## src/rtl/serial_frame_tx_pkg.sv

```systemverilog
// Shared types and constants for the serial frame transmitter.
// Parity build option: SERIAL_FRAME_TX_PARITY_EN.
package serial_frame_tx_pkg;

    typedef enum logic [2:0] {
        IDLE = 3'd0,
        PRE  = 3'd1,
        DATA = 3'd2,
        PAR  = 3'd3,
        STOP = 3'd4
    } state_t;

    localparam logic STOP_LVL = 1'b0;
    localparam logic IDLE_LVL = 1'b0;

    // Legal ranges: WIDTH 1..32, PRE_LEN 1..8.
    function automatic bit params_ok(input int unsigned width, input int unsigned pre_len);
        return (width >= 1) && (width <= 32) && (pre_len >= 1) && (pre_len <= 8);
    endfunction

    // Counter must hold the longer of the preamble and data phases.
    function automatic int unsigned cnt_width(input int unsigned width, input int unsigned pre_len);
        int unsigned m;
        m = (width > pre_len) ? width : pre_len;
        return $clog2(m + 1);
    endfunction

endpackage

```

## src/rtl/serial_frame_tx_shreg.sv

```systemverilog
// Loadable MSB-first shift register holding the word being transmitted.
// Used by serial_frame_tx in both parity (SERIAL_FRAME_TX_PARITY_EN) and plain builds.
module serial_frame_tx_shreg
    import serial_frame_tx_pkg::*;
#(
    parameter int unsigned WIDTH = 8
) (
    input  logic             CLK,
    input  logic             RST,
    input  logic             load,
    input  logic             shift,
    input  logic [WIDTH-1:0] din,
    output logic             msb
);

    logic [WIDTH-1:0] sreg;

    always_ff @(posedge CLK or posedge RST) begin
        if (RST) begin
            sreg <= '0;
        end else if (load) begin
            sreg <= din;
        end else if (shift) begin
            sreg <= sreg << 1;
        end
    end

    assign msb = sreg[WIDTH-1];

endmodule

```

## src/rtl/serial_frame_tx.sv

```systemverilog
// Serial frame transmitter: preamble, data MSB-first, optional parity, stop.
// Define SERIAL_FRAME_TX_PARITY_EN to insert an even-parity bit after the data.
module serial_frame_tx
    import serial_frame_tx_pkg::*;
#(
    parameter int unsigned WIDTH       = 8,
    parameter int unsigned PRE_LEN     = 2,
    parameter logic [7:0]  PRE_PATTERN = 8'h02
) (
    input  logic             CLK,
    input  logic             RST,
    input  logic             Load_Valid,
    output logic             Load_Ready,
    input  logic [WIDTH-1:0] Load_Data,
    output logic             Ser_Out,
    output logic             Busy,
    output logic             Done
);

    localparam int unsigned CNT_W = cnt_width(WIDTH, PRE_LEN);
    localparam logic [PRE_LEN-1:0] PRE_BITS = PRE_PATTERN[PRE_LEN-1:0];

    if (!params_ok(WIDTH, PRE_LEN)) begin : g_param_check
        $error("serial_frame_tx: WIDTH must be 1..32 and PRE_LEN 1..8");
    end

    state_t             state;
    logic [CNT_W-1:0]   cnt;
    logic [PRE_LEN-1:0] pre_q;
    logic               sr_msb;
    logic               accept_c;
    logic               last_c;
    logic               shift_c;
`ifdef SERIAL_FRAME_TX_PARITY_EN
    logic               par_q;
`endif

    assign accept_c = Load_Valid & Load_Ready;
    assign last_c   = (cnt == CNT_W'(1));
    // Advance the word each time its current MSB is launched onto the line.
    assign shift_c  = ((state == PRE) && last_c) || ((state == DATA) && !last_c);

    serial_frame_tx_shreg #(
        .WIDTH (WIDTH)
    ) u_shreg (
        .CLK   (CLK),
        .RST   (RST),
        .load  (accept_c),
        .shift (shift_c),
        .din   (Load_Data),
        .msb   (sr_msb)
    );

    // Outputs are set on the edge that enters each state, so they line up with it.
    always_ff @(posedge CLK or posedge RST) begin
        if (RST) begin
            state      <= IDLE;
            cnt        <= '0;
            pre_q      <= '0;
            Ser_Out    <= IDLE_LVL;
            Busy       <= 1'b0;
            Done       <= 1'b0;
            Load_Ready <= 1'b1;
`ifdef SERIAL_FRAME_TX_PARITY_EN
            par_q      <= 1'b0;
`endif
        end else begin
            case (state)
                IDLE: begin
                    if (accept_c) begin
                        state      <= PRE;
                        cnt        <= CNT_W'(PRE_LEN);
                        Ser_Out    <= PRE_BITS[PRE_LEN-1];
                        pre_q      <= PRE_BITS << 1;
                        Busy       <= 1'b1;
                        Load_Ready <= 1'b0;
`ifdef SERIAL_FRAME_TX_PARITY_EN
                        par_q      <= ^Load_Data;
`endif
                    end
                end
                PRE: begin
                    if (last_c) begin
                        state   <= DATA;
                        cnt     <= CNT_W'(WIDTH);
                        Ser_Out <= sr_msb;
                    end else begin
                        cnt     <= cnt - CNT_W'(1);
                        Ser_Out <= pre_q[PRE_LEN-1];
                        pre_q   <= pre_q << 1;
                    end
                end
                DATA: begin
                    if (last_c) begin
`ifdef SERIAL_FRAME_TX_PARITY_EN
                        state   <= PAR;
                        cnt     <= CNT_W'(1);
                        Ser_Out <= par_q;
`else
                        state   <= STOP;
                        cnt     <= CNT_W'(1);
                        Ser_Out <= STOP_LVL;
                        Done    <= 1'b1;
`endif
                    end else begin
                        cnt     <= cnt - CNT_W'(1);
                        Ser_Out <= sr_msb;
                    end
                end
                PAR: begin
                    state   <= STOP;
                    cnt     <= CNT_W'(1);
                    Ser_Out <= STOP_LVL;
                    Done    <= 1'b1;
                end
                STOP: begin
                    state      <= IDLE;
                    cnt        <= '0;
                    Ser_Out    <= IDLE_LVL;
                    Busy       <= 1'b0;
                    Done       <= 1'b0;
                    Load_Ready <= 1'b1;
                end
                default: begin
                    state      <= IDLE;
                    cnt        <= '0;
                    Ser_Out    <= IDLE_LVL;
                    Busy       <= 1'b0;
                    Done       <= 1'b0;
                    Load_Ready <= 1'b1;
                end
            endcase
        end
    end

endmodule
```

## config.mk

```make
export PLATFORM = sky130hd
export DESIGN_NAME = serial_frame_tx
export DESIGN_NICKNAME = d
export VERILOG_FILES = /design/src/rtl/serial_frame_tx_pkg.sv /design/src/rtl/serial_frame_tx_shreg.sv /design/src/rtl/serial_frame_tx.sv
export SDC_FILE = /design/constraint.sdc
export NUM_CORES = 1
export LEC_CHECK = 0
export CAP_MARGIN = 20
export CORE_UTILIZATION = 46
export DETAILED_ROUTE_END_ITERATION = 8
export PLACE_DENSITY = 0.73
export SLEW_MARGIN = 20
export SYNTH_ARGS = -nofsm -noshare
export SYNTH_HDL_FRONTEND = slang
export SYNTH_HIERARCHICAL = 1
export SYNTH_SLANG_ARGS = --single-unit
```

## constraint.sdc

```tcl
create_clock -name CLK -period 1.7 [get_ports CLK]
set_input_delay 0.34 -clock CLK [delete_from_list [all_inputs] [get_ports CLK]]
set_output_delay 0.34 -clock CLK [all_outputs]
set_load 0.03 [all_outputs]
```

==> results.py, run 1 <==
metrics = {
    "outcome": {
        "outcome": "complete, but fails checks",
        "violations": "negative setup slack",
    },
    "detailed_routing": {
        "drc_errors": 0,
        "postRouteAntennaNets": 0,
        "finalWirelength_um": 2118,
        "vias": 793,
        "viasPerCell": 5.252,
        "wl_per_cell_um": 14.03,
        "drt_iter0_drc": 25,
        "dr.pass1.iters": 4,
    },
    "cts": {
        "holdBufCountCts": 0,
        "root_buffer": "clkbuf_4",
        "clk_path_buf_depth": 2,
        "cts_buffers": 3,
        "clk_pin_slew_ns": 0.11,
        "htree_levels": 1,
        "cts_tree": "yes",
        "clk_latency_ns": 0.29,
        "clock-sinks": 19,
    },
    "pwr": {
        "p_leak_nw": 0.5967,
        "ir_worst_vdd_mv": 0.3827,
        "powerDensity_nw_per_um2": 552.7,
    },
    "setup_path": {
        "worst_ep_arrival_time_ns": 1.98,
        "ff2ff_path_depth": 8,
        "critPathKind": "reg -> reg",
        "crit_path_end_kind": "flop",
        "regToRegSetupSlack_ns": -0.09,
        "required_ns": 1.89,
        "startpoint_type": "flop",
        "crit_fanout": 8,
    },
    "sta": {
        "finalClockSkew_ns": 0.007611,
        "whs_ns": 0.3058,
        "rsz0062_at_grt": "yes",
        "drv_slew": 0,
        "hold_viol_final": 0,
        "finalSetupTns_ns": -0.4139,
        "slew_headroom": 0.7121,
        "fin_crit_sh": 1.053,
        "finalSetupViolations": 7,
        "final.setup.worst_slack_ns": -0.08984,
        "min_period_ns": 1.790,
        "fmax_ghz": 0.5587,
        "tightest_slew_ns": 0.4210,
    },
    "floorplanning": {
        "io_pins": 15,
        "dieArea_sq_um": 2310,
        "die_h_um": 48.06,
        "initial_core_util": 0.4924,
        "rows": 16,
        "core_area_sq_um": 1982,
        "die_w_um": 48.06,
    },
    "synth": {
        "synthCells": 99,
        "synth_edf_count": 0,
        "yosysWarnings": 6,
        "avgSynthCellArea_sq_um": 9.858,
        "ys_seq_area_frac": 0.4885,
        "netlist_area_sq_um": 975.9,
        "synthArstFlopShare": 1.000,
        "syn_nets": 112,
        "synth_cell_types": 29,
        "ys.flop_type": "dfrtp_1",
        "ys_ff_latch": 19,
    },
    "grt": {
        "grt_pass1_vias": 724,
        "antenna_found_initial": 0,
        "grt_pass1_wl_um": 3353,
        "grt_max_degree": 18,
        "grt.overflow.total": 0,
        "grt.total_usage": 0.2217,
    },
    "layout": {
        "drive_above_1_share": 0.2016,
        "final_common_cell": "dfrtp_1",
        "syn_to_final_growth_pct": 31.54,
        "diodes": 0,
        "final_nets": 138,
        "finalCoreUtilization": 0.6477,
        "most-common-layout-cells": "dfrtp_1 (18), nand2_1 (13), clkdlybuf4s50_1 (11), buf_4 (11), o21ai_1 (8)",
        "final_cells": 151,
    },
    "place": {
        "place_ws_ns": -0.1439,
        "dp.cells": 145,
        "place.port_buffers": 14,
        "place_hpwl_um": 1581,
        "gp_congestion": 0.8017,
    },
    "job": {
        "cap_violations": 0,
    },
    "worst_hold_path": {
        "worst_hold_path_type": "in -> async",
    },
}
[per-layer routing]
| layer | share of wire | track usage | vias up |
|---|---|---|---|
| met5 | 0 | 0 | - |
| met4 | 0.018 | 0.1278 | 0 |
| met3 | 0.040 | 0.04528 | 4 |
| met2 | 0.51 | 0.3405 | 16 |
| met1 | 0.44 | 0.2887 | 385 |
| li1 | - | - | 388 |
[final cells by class]
cell class                      count  area (sq um)
Timing Repair Buffer               26         246.5
Inverter                            7         26.28
Clock inverter                      1         5.005
Clock buffer                        3         22.52
Tap cell                           27         33.78
Multi-Input combinational cell     68         473.0
Fill cell                         166         698.2
Sequential cell                    19         476.7
[worst paths after layout]
path,start,to
worst max-delay path,cnt[1],u_shreg/sreg[4]
worst min-delay path,RST,u_shreg/sreg[1]
worst max register to register,cnt[1],u_shreg/sreg[4]
worst min register to register,Busy,Busy
max in group asynchronous,RST,Load_Ready
min in group CLK,Busy,Busy
[synthesized netlist by cell type, types with 2 or more instances]
| library cell | number | area [sq um] |
|---|---|---|
| a31oi_1 | 3 | 18.77 |
| a21oi_1 | 4 | 20.02 |
| nand2_1 | 13 | 48.80 |
| nand2b_1 | 5 | 31.28 |
| o21ai_1 | 8 | 40.04 |
| o21ai_0 | 5 | 25.02 |
| nor2_1 | 7 | 26.28 |
| mux2i_1 | 7 | 70.07 |
| ha_1 | 2 | 25.02 |
| inv_1 | 7 | 26.28 |
| a21o_1 | 2 | 15.01 |
| dfrtp_1 | 18 | 450.4 |
| buf_6 | 2 | 22.52 |
[per-stage QoR]
| stage | total power, mW | instance area, sq um |
|---|---|---|
| global route | 0.7410 | 1284 |
| CTS | 0.7218 | 1262 |
| detailed placement | 0.4946 | 1220 |
| finish | 0.7095 | 1284 |
| global placement | 0.4934 | 1220 |
| floorplan | 0.4680 | 994.7 |
[power by group]
group | switching [mW] | total, mW | internal (mW) | leakage [nW]
registers | 0 | 0.452 | 0.452 | 0.199
logic | 0.0128 | 0.0333 | 0.0204 | 0.380
clock network | 0.137 | 0.224 | 0.0875 | 0.0177
total | 0.150 | 0.710 | 0.560 | 0.597
[sequential cells by signal, indices dropped and copies added, names as in the netlist]
| signal | cells |
|---|---|
| Ser_Out | 1 |
| cnt | 4 |
| Load_Ready | 1 |
| Done | 1 |
| state | 3 |
| u_shreg/sreg | 8 |
| Busy | 1 |
[logic make-up (layout without fill, tap and decap cells)]
kind of cell / count (synthesis) / after routing / synth area share
flip-flops: 19 / 19 / 0.4885
multiplexers: 8 / 8 / 0.08334
buffers and inverters: 12 / 37 / 0.06409
adder cells (fa/ha/maj): 2 / 2 / 0.02564
AND/OR/NAND/NOR: 33 / 33 / 0.1846
AO/OA/AOI/OAI: 25 / 25 / 0.1538
[what timing repair did]
item / in CTS / in global routing
gates resized for setup: 3 / 3
pin swaps: 1 / 0
endpoints found under the setup margin: 8 / 9
setup buffers: 1 / 1
[worst max-delay path, stage by stage (launching register included)]
cell	delay, ns
dfrtp_1	0.40
inv_2	0.08
ha_4	0.12
nor3b_4	0.20
mux2_4	0.34
nor2_4	0.11
buf_12	0.14
mux2i_4	0.23
o21ai_1	0.07
No activity file was read; power rests on OpenSTA's default activity.
==> inputs of run 2 (changes only) <==
--- a/config.mk
+++ b/config.mk
@@ -9,6 +9,7 @@
 export CORE_UTILIZATION = 46
 export DETAILED_ROUTE_END_ITERATION = 8
 export PLACE_DENSITY = 0.73
+export SETUP_SLACK_MARGIN = 0.4
 export SLEW_MARGIN = 20
 export SYNTH_ARGS = -nofsm -noshare
 export SYNTH_HDL_FRONTEND = slang
==> results.py, run 2 (same netlist as run 1, synthesis figures left out) <==
metrics = {
    "setup_path": {
        "startpoint_type": "flop",
        "crit_fanout": 8,
        "r2r-start": "cnt[1]",
        "required_ns": 1.89,
        "cp_cell_sequence": "inv_2 > ha_4 > nor3b_4 > mux2_4 > nor2_4 > buf_12 > mux2i_1 > o21ai_1",
        "crit_buf_inv": 2,
        "cp_top_family": "multiplexers",
        "crit_slowest_cell": "dfrtp_1",
        "slowest_delay_ns": 0.40,
        "crit_path_end_kind": "flop",
        "crit_start": "cnt[1]",
        "worst_ep_arrival_time_ns": 1.94,
        "critPathKind": "reg -> reg",
    },
    "layout": {
        "most-common-layout-cells": "dfrtp_1 (18), nand2_1 (12), buf_4 (11), clkdlybuf4s50_1 (10), o21ai_1 (9)",
        "syn_to_final_growth_pct": 37.95,
        "fin_area_sq_um": 1346,
        "final_nets": 142,
        "largest_reg_flops": 8,
        "drive_above_1_share": 0.3125,
        "largest-register": "u_shreg/sreg",
        "diodes": 0,
        "final_common_cell": "dfrtp_1",
        "top_regs": "u_shreg/sreg x8, cnt x4, state x3",
        "finalCoreUtilization": 0.6793,
    },
    "floorplanning": {
        "initial_core_util": 0.4924,
        "core_area_sq_um": 1982,
        "die_w_um": 48.06,
        "io_pins": 15,
        "dieArea_sq_um": 2310,
        "die_h_um": 48.06,
        "rows": 16,
    },
    "outcome": {
        "violations": "negative setup slack",
        "outcome": "complete, but fails checks",
    },
    "sta": {
        "min_period_ns": 1.744,
        "slew_headroom": 0.6865,
        "finalSetupViolations": 7,
        "finalClockSkew_ns": 0.005273,
        "final.setup.worst_slack_ns": -0.04444,
        "drv_slew": 0,
        "rsz0062_at_grt": "yes",
        "hold_viol_final": 0,
        "fmax_ghz": 0.5733,
        "fin_crit_sh": 1.026,
        "tightest_slew_ns": 0.4703,
    },
    "place": {
        "place_hpwl_um": 1407,
        "gp_congestion": 0.8382,
        "place.port_buffers": 14,
        "dpl_cell_area_sq_um": 1212,
    },
    "grt": {
        "grt_max_degree": 14,
        "grt.overflow.total": 0,
        "antenna_found_initial": 0,
        "grt.total_usage": 0.1789,
        "grt_pass1_wl_um": 2877,
        "grt_pass1_vias": 698,
    },
    "job": {
        "cap_violations": 0,
    },
    "detailed_routing": {
        "drc_errors": 0,
        "vias": 804,
        "viasPerCell": 5.187,
        "wl_per_cell_um": 13.32,
        "postRouteAntennaNets": 0,
        "finalWirelength_um": 2065,
        "dr.pass1.iters": 4,
        "drt_iter0_drc": 12,
    },
    "cts": {
        "htree_levels": 1,
        "holdBufCountCts": 0,
        "cts_buffers": 3,
        "cts_tree": "yes",
        "clock-sinks": 19,
        "clk_pin_slew_ns": 0.11,
        "clk_latency_ns": 0.30,
        "clk_path_buf_depth": 2,
        "root_buffer": "clkbuf_4",
    },
    "pwr": {
        "power_mw": 0.7175,
        "p_leak_nw": 0.6053,
        "ir_worst_vdd_mv": 0.3874,
        "powerDensity_nw_per_um2": 533.0,
    },
    "worst_hold_path": {
        "worst_hold_path_type": "in -> async",
    },
}
## run 2: repair_timing
action                                  in CTS  in global routing
endpoints found under the setup margin      19                 18
pin swaps                                    4                  4
cloned                                       0                  0
setup buffers                                3                  4
endpoints found under the hold margin        0                  0
gates resized for setup                     33                  9
## run 2: final cells by class
class	count	area, sq um
multi-input combinational	68	504.2
timing repair buffer	30	277.8
inverter	7	26.28
sequential	19	476.7
clock buffer	3	22.52
clock inverter	1	5.005
fill	151	635.6
tap	27	33.78
## run 2: path summary, 6_finish.rpt
path	cells past startpoint	slack [ns]	to
max	8	-0.04	u_shreg/sreg[7]
min	2	0.31	u_shreg/sreg[4]
max reg2reg	8	-0.04	u_shreg/sreg[7]
min reg2reg	2	0.53	Busy
max in group asynchronous	2	1.01	Load_Ready
min in group CLK	2	0.53	Busy
## run 2: worst register-to-register path, delay by kind of cell, from the launching register on
family | cells | cell delay, ns
flops | 1 | 0.40
simple gates | 2 | 0.31
buf+inv | 2 | 0.21
fa+ha+maj | 1 | 0.12
mux | 2 | 0.53
compound gates | 1 | 0.07
## run 2: per-stage QoR
step | std cells | TNS, ns | hold slack (ns) | setup WS (ns)
after CTS | 151 | -0.2353 | 0.3119 | -0.05120
after global routing | 155 | -0.7485 | 0.3472 | -0.1459
final | 155 | -0.2458 | 0.3069 | -0.04444
after global placement | 144 | -0.2765 | 0.4910 | -0.04420
after floorplan | 99 | -0.7524 | 0.1557 | -0.1077
after detailed placement | 144 | -0.6146 | 0.5116 | -0.1065
## run 2: report_power, final
| part | total (mW) | internal, mW | switching, mW |
|---|---|---|---|
| combinational | 0.0333 | 0.0204 | 0.0129 |
| sequential | 0.452 | 0.452 | 0 |
| clock | 0.232 | 0.0876 | 0.145 |
## run 2: routing by layer
metal / wire length (um) / share of wire / up-vias / track usage
li1: - / - / 397 / -
met1: 956 / 0.46 / 391 / 0.2259
met2: 1047 / 0.51 / 12 / 0.3108
met3: 45 / 0.022 / 4 / 0.03396
met4: 16 / 0.0077 / 0 / 0.05000
met5: 0 / 0 / - / 0
